[config.mk]
export PLATFORM = sky130hd
export DESIGN_NAME = gate_cmd_rx
export DESIGN_NICKNAME = d
export VERILOG_FILES = /design/src/rtl/gate_cmd_rx_pkg.sv /design/src/rtl/gate_cmd_rx_uart_byte_rx.sv /design/src/rtl/gate_cmd_rx.sv
export SDC_FILE = /design/constraint.sdc
export NUM_CORES = 1
export LEC_CHECK = 0
export ABC_AREA = 1
export CAP_MARGIN = 20
export CORE_UTILIZATION = 57
export DETAILED_ROUTE_END_ITERATION = 8
export GPL_ROUTABILITY_DRIVEN = 0
export PLACE_DENSITY = 0.88
export SETUP_SLACK_MARGIN = 0.4
export SYNTH_ARGS = -nofsm -noshare
export SYNTH_HDL_FRONTEND = slang
export SYNTH_SLANG_ARGS = --single-unit
[constraint.sdc]
create_clock -name clk -period 2.5 [get_ports clk]
set_clock_uncertainty 0.15 [all_clocks]
set_input_delay 0.5 -clock clk [delete_from_list [all_inputs] [get_ports clk]]
set_output_delay 0.5 -clock clk [all_outputs]
set_load 0.1 [all_outputs]
[src/rtl/gate_cmd_rx_pkg.sv]
// Shared definitions for the gate command path: command words, control
// encodings and the serial receiver state type.
package gate_pkg;

  localparam logic [31:0] CMD_GO_HIGH = 32'd1;
  localparam logic [31:0] CMD_GO_LOW  = 32'd2;

  localparam logic [2:0] CTRL_STOP = 3'b001;
  localparam logic [2:0] CTRL_HIGH = 3'b010;
  localparam logic [2:0] CTRL_LOW  = 3'b100;

  typedef enum logic [1:0] {
    RX_IDLE  = 2'd0,
    RX_START = 2'd1,
    RX_DATA  = 2'd2,
    RX_STOP  = 2'd3
  } rx_state_e;

endpackage

[src/rtl/gate_cmd_rx_uart_byte_rx.sv]
// 8N1 byte receiver: two-flop synchroniser, mid-bit sampling FSM and the
// bit-timing counters. Byte results are flagged in the stop-bit sample cycle.
module uart_byte_rx
  import gate_pkg::*;
#(
  parameter int CLKS_PER_BIT = 16
) (
  input  logic       clk,
  input  logic       rst,
  input  logic       rxd,
  output logic       byte_valid,
  output logic [7:0] byte_data,
  output logic       stop_err,
  output logic       rx_idle,
  output logic       start_det
);

  localparam int H     = CLKS_PER_BIT / 2;
  localparam int LAST  = H + 9 * CLKS_PER_BIT;
  localparam int CW    = $clog2(LAST + 1);
  localparam logic [CW-1:0] H_C     = CW'(H);
  localparam logic [CW-1:0] BIT_C   = CW'(CLKS_PER_BIT);
  localparam logic [CW-1:0] LAST8_C = CW'(H + 8 * CLKS_PER_BIT);
  localparam logic [CW-1:0] ONE_C   = {{(CW-1){1'b0}}, 1'b1};

  rx_state_e     state_q, state_d;
  logic [1:0]    sync_q, sync_d;
  logic [CW-1:0] bit_ctr_q, bit_ctr_d;
  logic [CW-1:0] smp_pt_q, smp_pt_d;
  logic [7:0]    shift_q, shift_d;
  logic          rxs;
  logic          smp_now;

  assign rxs       = sync_q[1];
  assign byte_data = shift_q;
  assign rx_idle   = (state_q == RX_IDLE);

  // Next-state logic; bit_ctr holds the cycle index since the start-edge cycle.
  always_comb begin
    sync_d     = {sync_q[0], rxd};
    state_d    = state_q;
    bit_ctr_d  = bit_ctr_q;
    smp_pt_d   = smp_pt_q;
    shift_d    = shift_q;
    byte_valid = 1'b0;
    stop_err   = 1'b0;
    start_det  = 1'b0;
    smp_now    = (bit_ctr_q == smp_pt_q);
    case (state_q)
      RX_IDLE: begin
        if (!rxs) begin
          state_d   = RX_START;
          start_det = 1'b1;
          bit_ctr_d = ONE_C;
          smp_pt_d  = H_C;
        end else begin
          bit_ctr_d = {CW{1'b0}};
        end
      end
      RX_START: begin
        bit_ctr_d = bit_ctr_q + ONE_C;
        if (smp_now) begin
          smp_pt_d = smp_pt_q + BIT_C;
          state_d  = rxs ? RX_IDLE : RX_DATA;
        end else begin
          state_d = RX_START;
        end
      end
      RX_DATA: begin
        bit_ctr_d = bit_ctr_q + ONE_C;
        if (smp_now) begin
          shift_d  = {rxs, shift_q[7:1]};
          smp_pt_d = smp_pt_q + BIT_C;
          state_d  = (smp_pt_q == LAST8_C) ? RX_STOP : RX_DATA;
        end else begin
          state_d = RX_DATA;
        end
      end
      RX_STOP: begin
        bit_ctr_d = bit_ctr_q + ONE_C;
        if (smp_now) begin
          state_d    = RX_IDLE;
          byte_valid = rxs;
          stop_err   = !rxs;
        end else begin
          state_d = RX_STOP;
        end
      end
      default: begin
        state_d   = RX_IDLE;
        bit_ctr_d = {CW{1'b0}};
      end
    endcase
  end

  // Receiver state registers.
  always_ff @(posedge clk) begin
    if (rst) begin
      state_q   <= RX_IDLE;
      sync_q    <= 2'b11;
      bit_ctr_q <= {CW{1'b0}};
      smp_pt_q  <= {CW{1'b0}};
      shift_q   <= 8'h00;
    end else begin
      state_q   <= state_d;
      sync_q    <= sync_d;
      bit_ctr_q <= bit_ctr_d;
      smp_pt_q  <= smp_pt_d;
      shift_q   <= shift_d;
    end
  end

endmodule

[src/rtl/gate_cmd_rx.sv]
// Command receiver for the gate controller: assembles four serial bytes
// (LSB first) into a word, strobes tx, and flags bad stop bits or stalls.
module gate_cmd_rx
  import gate_pkg::*;
#(
  parameter int CLKS_PER_BIT = 16,
  parameter int TIMEOUT_BITS = 20
) (
  input  logic        clk,
  input  logic        rst,
  input  logic        rxd,
  output logic        tx,
  output logic [31:0] dataIn,
  output logic        frameErr
);

  localparam int GAP_MAX = TIMEOUT_BITS * CLKS_PER_BIT;
  localparam int GW      = $clog2(GAP_MAX + 1);
  localparam logic [GW-1:0] GAP_MAX_C = GW'(GAP_MAX);
  localparam logic [GW-1:0] GAP_ONE_C = {{(GW-1){1'b0}}, 1'b1};

  logic          byte_valid, stop_err, rx_idle, start_det;
  logic [7:0]    byte_data;
  logic [1:0]    byte_cnt_q, byte_cnt_d;
  logic [GW-1:0] gap_ctr_q, gap_ctr_d;
  logic [31:0]   word_q, word_d;
  logic [31:0]   data_q, data_d;
  logic          tx_q, tx_d;
  logic          fe_q, fe_d;
  logic          timeout;

  uart_byte_rx #(.CLKS_PER_BIT(CLKS_PER_BIT)) u_rx (
    .clk        (clk),
    .rst        (rst),
    .rxd        (rxd),
    .byte_valid (byte_valid),
    .byte_data  (byte_data),
    .stop_err   (stop_err),
    .rx_idle    (rx_idle),
    .start_det  (start_det)
  );

  assign tx       = tx_q;
  assign dataIn   = data_q;
  assign frameErr = fe_q;

  // Word assembly and inter-byte timeout; an expiring timeout takes
  // priority over a start edge seen in the same cycle.
  always_comb begin
    word_d     = word_q;
    byte_cnt_d = byte_cnt_q;
    gap_ctr_d  = gap_ctr_q;
    data_d     = data_q;
    tx_d       = 1'b0;
    fe_d       = 1'b0;
    timeout    = rx_idle && (byte_cnt_q != 2'd0) && (gap_ctr_q == GAP_MAX_C);
    if (timeout || stop_err) begin
      fe_d       = 1'b1;
      byte_cnt_d = 2'd0;
      gap_ctr_d  = {GW{1'b0}};
      word_d     = 32'h0000_0000;
    end else if (byte_valid) begin
      gap_ctr_d = {GW{1'b0}};
      case (byte_cnt_q)
        2'd0:    word_d[7:0]   = byte_data;
        2'd1:    word_d[15:8]  = byte_data;
        2'd2:    word_d[23:16] = byte_data;
        default: word_d[31:24] = byte_data;
      endcase
      if (byte_cnt_q == 2'd3) begin
        data_d     = {byte_data, word_q[23:0]};
        tx_d       = 1'b1;
        byte_cnt_d = 2'd0;
      end else begin
        byte_cnt_d = byte_cnt_q + 2'd1;
      end
    end else if (start_det) begin
      gap_ctr_d = {GW{1'b0}};
    end else if (rx_idle && (byte_cnt_q != 2'd0)) begin
      gap_ctr_d = gap_ctr_q + GAP_ONE_C;
    end else begin
      gap_ctr_d = gap_ctr_q;
    end
  end

  // Assembler and output registers.
  always_ff @(posedge clk) begin
    if (rst) begin
      word_q     <= 32'h0000_0000;
      byte_cnt_q <= 2'd0;
      gap_ctr_q  <= {GW{1'b0}};
      data_q     <= 32'h0000_0000;
      tx_q       <= 1'b0;
      fe_q       <= 1'b0;
    end else begin
      word_q     <= word_d;
      byte_cnt_q <= byte_cnt_d;
      gap_ctr_q  <= gap_ctr_d;
      data_q     <= data_d;
      tx_q       <= tx_d;
      fe_q       <= fe_d;
    end
  end

endmodule

; ---- Yosys cells after proc, flatten, opt, wreduce, memory -nomap -nowiden
; Index checks and enable logic that the tools add are counted.
[word_totals]
reg_bits = 97
latchBits = 0
ram_bits = 0
rom_bits = 0
in_bits = 3
out_inout_bits = 34
elab_cells = 70
memories = 0
[classes]
addsub = 4
multipliers = 0
div = 0
order_cmp = 0
n_eq_ne = 11
shifts = 0
muxes = 21
n_bitwise = 2
n_reduce_logical = 19
[ops]
columns = operator, count
row1 = $pmux 8 s2, 2
row2 = $mux 8, 2
row3 = $mux 2, 6
row4 = $mux 1, 10
row5 = $add 9x1->9 const B, 1
row6 = $eq 9x9->1 const B, 1
row7 = $add 8x1->8 const B, 1
row8 = $add 8x5->8 const B, 1
row9 = $eq 2x2->1 const B, 4
row10 = $eq 8x8->1, 1
row11 = $eq 8x8->1 const B, 1
row12 = $pmux 2 s4, 1
row13 = $reduce_and 2->1, 4
row14 = $reduce_and 3->1, 2
row15 = $reduce_or 3->1, 2
row16 = $eq 2x1->1 const B, 2
row17 = $logic_not 2->1, 2
row18 = $reduce_bool 2->1, 2
row19 = $reduce_or 2->1, 2
row20 = $reduce_or 4->1, 1
row21 = $add 2x1->2 const B, 1
row22 = $logic_and 1x1->1, 2
row23 = $ne 2x1->1 const B, 1
row24 = $ne 2x2->1 const B, 1
row25 = 3 further kinds, 4

; ---- Longest topological paths before layout
; Gate-level depths: netlist of run 1.
[logic_depth]
word_depth = 6
ltp_mapped = 14
mapped_depth_nobuf = 13

; ---- Hierarchy
; A second synthesis of run 1 with hierarchy kept.
[hier_totals]
hier_cells = 677
area_unflattened_um2 = 4755.8
[by_module_without_submodules]
columns = module, n_inst, cells_each, area_per_inst_um2, seq_area_each_um2
row1 = gate_cmd_rx, 1, 500, 3434.5, 1381.3
row2 = uart_byte_rx, 1, 177, 1321.3, 500.5

; ---- Least setup slack after synthesis of run 1
; OpenSTA, ideal clock, no wires.
[synth_timing]
path_type = reg-to-reg
start = register byte_cnt_q[0]
end = register gap_ctr_q[7]
setup_ns = 0.116
t_arrival_ns = 1.685
t_required_ns = 2.234
path_slack_ns = 0.549
path_stages_with_launch = 11
n_path_buf = 1
synth_period_minus_slack_ns = 1.951
path_cell_list = dfxtp_1 -> inv_1 -> ha_1 -> buf_2 -> nor2_2 -> inv_1 -> nor3_1 -> nand3_1 -> nor2_1 -> xor2_1 -> nor2_1
[synth_between]
elab_chain_cells = 5
[synth_lines]
columns = item, line_no
row1 = from (decl), gate_cmd_rx.sv:24  ; logic [1:0] byte_cnt_q, byte_cnt_d;
row2 = from (signal assigned), gate_cmd_rx.sv:97  ; byte_cnt_q <= byte_cnt_d;
row3 = $reduce_bool 2->1 *, "gate_cmd_rx.sv:56, gate_cmd_rx.sv:79"
row4 = $logic_and 1x1->1 *, "gate_cmd_rx.sv:56, gate_cmd_rx.sv:79"
row5 = $logic_and 1x1->1, gate_cmd_rx.sv:56  ; timeout = rx_idle && (byte_cnt_q != 2'd0) && (gap_ctr_q == GAP_MAX_C);
row6 = $logic_or 1x1->1, gate_cmd_rx.sv:57  ; if (timeout || stop_err) begin
row7 = $reduce_or 4->1 (no source line), -
row8 = to (signal assigned), gate_cmd_rx.sv:91  ; gap_ctr_q <= {GW{1'b0}};
row9 = to (signal assigned), gate_cmd_rx.sv:98  ; gap_ctr_q <= gap_ctr_d;
row10 = to (decl), gate_cmd_rx.sv:25  ; logic [GW-1:0] gap_ctr_q, gap_ctr_d;
; Every way passes the cells marked *; elsewhere a longest branch is shown, timed or not.
; A chain may end at the register's enable or synchronous reset.

; ---- Worst setup path in the final report of run 1
[layout_timing]
start = register u_rx.smp_pt_q[7]
end = register word_q[15]
[layout_between]
elab_chain_cells = 5
elab_cells_between_ends = 8
classes_between = eq/ne: 1 / mux: 4 / reduce/logical: 3
[layout_lines]
columns = item, line_no
row1 = from (decl), gate_cmd_rx_uart_byte_rx.sv:29  ; logic [CW-1:0] smp_pt_q, smp_pt_d;
row2 = from (signal assigned), gate_cmd_rx_uart_byte_rx.sv:102  ; smp_pt_q <= {CW{1'b0}};
row3 = from (signal assigned), gate_cmd_rx_uart_byte_rx.sv:108  ; smp_pt_q <= smp_pt_d;
row4 = $eq 8x8->1 *, gate_cmd_rx_uart_byte_rx.sv:48  ; smp_now = (bit_ctr_q == smp_pt_q);
row5 = $mux 1, gate_cmd_rx_uart_byte_rx.sv:81  ; if (smp_now) begin
row6 = $mux 1, gate_cmd_rx_uart_byte_rx.sv:49  ; case (state_q)
row7 = $logic_or 1x1->1, gate_cmd_rx.sv:57
row8 = $reduce_or 2->1 (no source line), -
row9 = to (signal assigned), gate_cmd_rx.sv:96  ; word_q <= word_d;
row10 = to (decl), gate_cmd_rx.sv:26  ; logic [31:0] word_q, word_d;
; Marked as above.

==> results of run 1 <==
==> power by group <==
group	internal (mW)	switching, mW
Clock	0.387	0.587
Combinational	0.104	0.166
Sequential	1.51	0.0170
Total	2.01	0.770
==> per-stage QoR <==
stage / worst slack [ns] / cells / cell area [um^2] / hold WS (ns)
after global routing: 0.328 / 710 / 4990 / 0.277
after CTS: 0.407 / 694 / 4670 / 0.267
after global placement: 0.420 / 677 / 4450 / 0.244
final: 0.424 / 710 / 4990 / 0.265
after floorplan: 0.549 / 559 / 4130 / 0.239
after detailed placement: 0.332 / 677 / 4450 / 0.244
==> flip-flops by register name (all words and copies together), names as in the netlist <==
register / cells
byte_cnt_q: 2
dataIn: 32
frameErr: 1
gap_ctr_q: 9
tx: 1
u_rx.bit_ctr_q: 8
u_rx.byte_data: 8
u_rx.smp_pt_q: 5
u_rx.state_q: 2
u_rx.sync_q: 2
word_q: 24
==> repair_timing <==
action                                  CTS  global route
buffers inserted                          0            12
hold endpoints to repair                  0             0
endpoints found under the setup margin   53            76
pin swaps                                 0            10
cloned                                    1             4
resized for setup                         3            41
==> cells in the mapped netlist <==
master    number  area, um^2
a21oi_1       35         175
o21a_1         1        7.51
buf_6          6        67.6
xnor2_1        3        26.3
nor2_1       116         435
or2_2          3        18.8
nor4_1         2        12.5
nor2_4         3        33.8
nor3_1        45         225
a211oi_1       1        7.51
clkinv_1       1        3.75
buf_4          3        22.5
ha_1          14         175
nand4_1        2        12.5
nand4_4        1        21.3
a31oi_1        2        12.5
buf_2          5        25.0
dfxtp_1       94        1880
nor2_2         6        37.5
nand3_1       13        65.1
o21ai_0        5        25.0
o22ai_1        1        6.26
nand3_4        3        52.6
inv_2          7        26.3
buf_1          3        11.3
nor3b_1        1        7.51
inv_1         59         221
o21bai_1       1        7.51
nand2_1      110         413
clkbuf_1       4        15.0
nand2_2        1        6.26
o31ai_1        1        7.51
xor2_1         7        61.3
==> per-layer routing <==
metal,global-route usage,routed length (um),up-vias
li1,-,-,1848
met1,0.288,4000,1699
met2,0.441,4900,134
met3,0.0720,562,22
met4,0.0820,213,0
met5,0,0,-
==> layout make-up <==
cell class | instances | area share
Clock buffer | 9 | 0.0248
Clock inverter | 7 | 0.0128
Inverter | 67 | 0.0519
Multi-Input combinational cell | 377 | 0.395
Sequential cell | 94 | 0.379
Tap cell | 96 | 0.0241
Timing Repair Buffer | 60 | 0.112
==> worst max-delay path by stage <==
stage | start | to
after floorplan | byte_cnt_q[0] | gap_ctr_q[7]
after global placement | byte_cnt_q[0] | dataIn[13]
after detailed placement | byte_cnt_q[0] | dataIn[2]
after CTS | u_rx.bit_ctr_q[0] | dataIn[1]
after global routing | u_rx.bit_ctr_q[0] | word_q[15]
final | u_rx.smp_pt_q[7] | word_q[15]
==> cells by family after synthesis <==
logic type               after synthesis
XOR/XNOR                              10
buffers and inverters                 88
AO/OA/AOI/OAI                         47
adder cells (fa/ha/maj)               14
flip-flops                            94
AND/OR/NAND/NOR                      306
==> results.md, run 1 <==
* Main combinational cell family by area after synthesis: simple AND/OR/NAND/NOR gates
* Htree depth at 3
* Worst-skew pair later-pin latency at 0.38 ns
* Die height at 87.1 um
* First-pass GRT wire length at ~15000 um
* Total power at 2.78 mW
* Max-slew violation count at 0
* Placeable Area at slightly below 7000 um^2
* Worst reg2reg path startpoint: u_rx.smp_pt_q[7]
* Inserted Clock Buffers at 9
* Worst Path Required at about 2.6 ns
* Max Clk Rate at 482 MHz
* Hold Path Origin: u_rx.sync_q[0]
* DRT Wirelength at 9680 um
* Crit path DAT at 2.21 ns
* FF+latch area at about 1900 um^2
* Layout area overhead at 20.8%
* Worst R2R End: word_q[15]
* Die Wd at 87.1 um
* Via density at 5.22
* Lkg Pwr at 2.36 nW
* Hold crit path type: reg2reg
* Synthesis-stage register bit count at 94
* Crit-path cells: inv_2 > nand2_1 > nand2_1 > nor2_4 > nand4_4 > buf_12 > inv_8 > buf_4 > a21oi_1 > nor3_1
* DR vias at 3703
* Vias in the first global route at 3352
* Mux share of post-synthesis cell area at 0
* Hold EP: u_rx.sync_q[1]
* First drt pass iteration count at 5
* R2R cell count at 10
* Die area at 7590 um^2
* Crit path max-delay family: simple AND/OR/NAND/NOR gates
* Critical path buffers and inverters at 4
* FILL cells at 536
* Initial antenna violation count at 0
* WP depth at 10
* Initial core utilization at 0.598
* Max stage delay on crit path at 0.45 ns
* Final design utilization at 0.722
* ANT cells at 0
* Fin crit period at 2.08 ns
* Commonest non-fill, non-tap cell in the layout: nor2_1
* Worst-Margin Slew at 0.418 ns
* FF-to-FF setup slack at 0.42 ns
* Outcome: finished clean
* PD cells at 557 nW/um^2
* Nets at ~630
* Syn Inst Count at 559
* Post-Syn Nets at 576
* CP max-delay cell: dfxtp_1
* Fin crit share at 0.830
* Synth Cell Area at 4130 um^2
* Share of post-route cells with drive strength above 1 at 0.208
* WHS Path Cells at 1
* Fin. Hold Viols at 0
* IO buf count at 36
* CTS tree: done
* CTS Root Cell: clkbuf_8
* RSZ-0062 raised after global routing: yes
* DR iter-0 viols at 311
* Hold buffers post-CTS at 0
* Sink Count at 94
* Pin count of the biggest net entering global routing at 33
* Yosys warns at 0
* Num rows at 30
* Multi-input logic area at 1970 um^2
* Sequential share of the synthesized area at 0.456
* Ports at 37
* CTS Buffer Depth at 2
* Synth unique cells at 33
* Synth Area in Simple Gates at 0.325
* Max VDD drop at 0.465 mV
* Slew headroom at 0.722
* Startpoint types: flip-flop
* HPWL after DPL at approximately 5800 um
* Commonest non-fill, non-tap cells in the layout: nor2_1 (113), nand2_1 (100), dfxtp_1 (88)
* GRT Util Overall at 0.249
* Final setup fails at 0
* Most used cell, CP: nand2_1
* Synth Area in Adders at 0.0424
* CP max FO at 13
* Reg clk slew, reported paths at 0.11 ns
* Final antenna-violating net count at 0
* Number of max-cap violations at 0
* Final setup TNS at 0 ns
* Avg Cell Area, Syn at approximately 7.4 um^2
* Synth Area in Compound Gates at 0.0603
* Post-Synth XOR/XNOR Area at 0.0212
* Total grt overflow at 0
* Number of remaining DRC errors at 0
* Wirelength per Cell at 13.6 um
* CP Class: reg2reg
* CP Capture Type: flip-flop
No activity file was read; power rests on OpenSTA's default activity.
==> run 2, diff against run 1 <==
Settings changed: CORE_UTILIZATION 57 to 52, PLACE_DENSITY 0.88 to 0.85.
Clock period 2.5 ns to 1.7 ns, I/O delays scaled along.
==> results.md, run 2 (synthesis results as in run 1) <==
* Outcome: finished, violations left
* Failing checks: setup timing
* DR iter-0 viols at 453
* Commonest non-fill, non-tap cells in the layout: nor2_1 (85), nand2_1 (64), buf_4 (55)
* Sink Count at 94
* Flop pwr share at 0.493
* Combinational share of power at 0.169
* Die height at 91.1 um
* Worst R2R End: dataIn[2]
* Commonest non-fill, non-tap cell in the layout: nor2_1
* Lkg Pwr at 2.91 nW
* Crit path DAT at 2.51 ns
* Share of post-route cells with drive strength above 1 at 0.512
* CP Capture Type: flip-flop
* CTS Buffer Depth at 2
* Number of remaining DRC errors at 0
* Startpoint types: flip-flop
* Ports at 37
* Max stage delay on crit path at around 0.34 ns
* Final setup TNS at -41.13 ns
* Number of max-cap violations at 0
* Post-route design area at 6680 um^2
* ANT cells at 0
* Worst-skew pair later-pin latency at about 0.4 ns
* Final design utilization at 0.868
* Hold buffers post-CTS at 0
* Worst Path Required at between 1.5 and 2 ns
* CTS Root Cell: clkbuf_8
* Cell Count, Final, Fillers Out at 776
* Post-DP Area at 5350 um^2
* IO buf count at 36
* Reg clk slew, reported paths at 0.11 ns
* R2R cell count at 13
* Gr busiest metal: met2
* Internal Power at around 3.1 mW
* PD cells at 684 nW/um^2
* Pin count of the biggest net entering global routing at 39
* Dpl ws at -0.310 ns
* Htree depth at 3
* DRT Wirelength at between 15000 and 20000 um
* Sw power at 1.45 mW
* First drt pass iteration count at 6
* Max VDD drop at 0.617 mV
* Nets at slightly below 700
* HPWL after DPL at a little over 7000 um
* First-pass GRT wire length at roughly 18000 um
* Fin. Hold Viols at 0
* GRT Util Overall at 0.280
* Die area at just over 8000 um^2
* Hold crit path type: reg2reg
* Hold Path Origin: u_rx.sync_q[0]
* WHS Path Cells at 1
* Worst-Margin Slew at 0.491 ns
* Layout area overhead at 61.7%
* Crit-path cells: inv_2 > ha_4 > inv_2 > nor2_4 > nand2_2 > nor2_4 > nand4_4 > nor2_4 > nand3_4 > buf_12 > nand2_2 > nand2_1 > nor2_1
* RSZ-0062 raised after global routing: yes
* Fin crit period at 2.34 ns
* Wirelength per Cell at 22.6 um
* Placeable Area at 7690 um^2
* Clk pwr share at 0.338
* CTS tree: done
* Hold EP: u_rx.sync_q[1]
* FILL cells at 317
* Worst reg2reg path startpoint: u_rx.bit_ctr_q[1]
* Fin crit share at 1.38
* Sw Share at 0.318
* CP max FO at 8
* Max-slew violation count at 0
* Dpl cells at 736
* Max FFs per register at 32
* DR vias at between 4000 and 5000
* Met2 Resource Use GR at 0.503
* Initial antenna violation count at 0
* Die Wd at 91.1 um
* Initial core utilization at 0.537
* Vias in the first global route at 4068
* CP max-delay cell: dfxtp_2
* Slew headroom at 0.673
* Total grt overflow at 0
* Max Clk Rate at approximately 430 MHz
* CP Class: reg2reg
* GR met3 Demand/Resource at 0.0662
* Most used cell, CP: nor2_4
* Final setup fails at 83
* Via density at 6.23
* Inserted Clock Buffers at 9
* Num rows at 32
* Final antenna-violating net count at 0
* Met1 usage at 0.294
* Final WS setup at -0.642 ns
* FF-to-FF setup slack at -0.64 ns
==> run 2: power groups by stage <==
stage          sequential (mW)  combinational, mW  clock (mW)
2_1_floorplan             2.29              0.270           0
3_3_place_gp              2.29              0.419           0
3_5_place_dp              2.29              0.442           0
4_1_cts                   2.24              0.525        1.44
5_1_grt                   2.25              0.797        1.61
6_report                  2.25              0.770        1.55
==> run 2: through the flow <==
| step | power [mW] | hold slack, ns |
|---|---|---|
| finish | 4.57 | 0.290 |
| global route | 4.66 | 0.293 |
| CTS | 4.21 | 0.277 |
| detailed placement | 2.74 | 0.250 |
| global placement | 2.71 | 0.242 |
| floorplan | 2.56 | 0.239 |
==> run 2: repair_timing <==
action / CTS / global route
cloned: 2 / 11
pin swaps: 6 / 52
setup buffers: 3 / 8
setup endpoints to repair: 126 / 126
gates resized for setup: 57 / 175
==> run 2: critical path: cells and delay by family, from the launching register on <==
| kind | cells | cell delay (ns) |
|---|---|---|
| adder cells (fa/ha/maj) | 1 | 0.13 |
| buffers and inverters | 3 | 0.33 |
| flip-flops | 1 | 0.34 |
| AND/OR/NAND/NOR | 9 | 1.31 |
==> run 2: how the worst max path moves through the flow <==
| stage | from | endpoint | slack (ns) | depth (start not counted) |
|---|---|---|---|---|
| after global routing | u_rx.bit_ctr_q[1] | dataIn[2] | -0.69 | 13 |
| after CTS | u_rx.bit_ctr_q[0] | dataIn[24] | -0.25 | 14 |
| after detailed placement | u_rx.bit_ctr_q[0] | word_q[4] | -0.31 | 11 |
| after floorplan | u_rx.bit_ctr_q[0] | dataIn[25] | -0.11 | 14 |
| final | u_rx.bit_ctr_q[1] | dataIn[2] | -0.64 | 13 |
| after global placement | u_rx.bit_ctr_q[0] | tx | -0.18 | 13 |
==> run 2: layout make-up <==
class                           instances  area, um^2  share of cell area
Sequential cell                        94        1940               0.290
Timing Repair Buffer                  117        1540               0.230
Clock inverter                          7        66.3             0.00993
Multi-Input combinational cell        380        2620               0.393
Tap cell                              102         128              0.0191
Inverter                               67         262              0.0392
Clock buffer                            9         124              0.0186
==> run 2: routing by layer <==
metal | vias to the layer above | part of all wire
met5 | - | 0
met4 | 0 | 0.089
met3 | 165 | 0.087
met2 | 392 | 0.48
met1 | 2308 | 0.34
li1 | 1969 | -
==> run 3, diff against run 2 <==
Settings changed: SLEW_MARGIN set to 10.
==> results of run 3 <==
Final layout, timing and power as in run 2 (identical DEF).
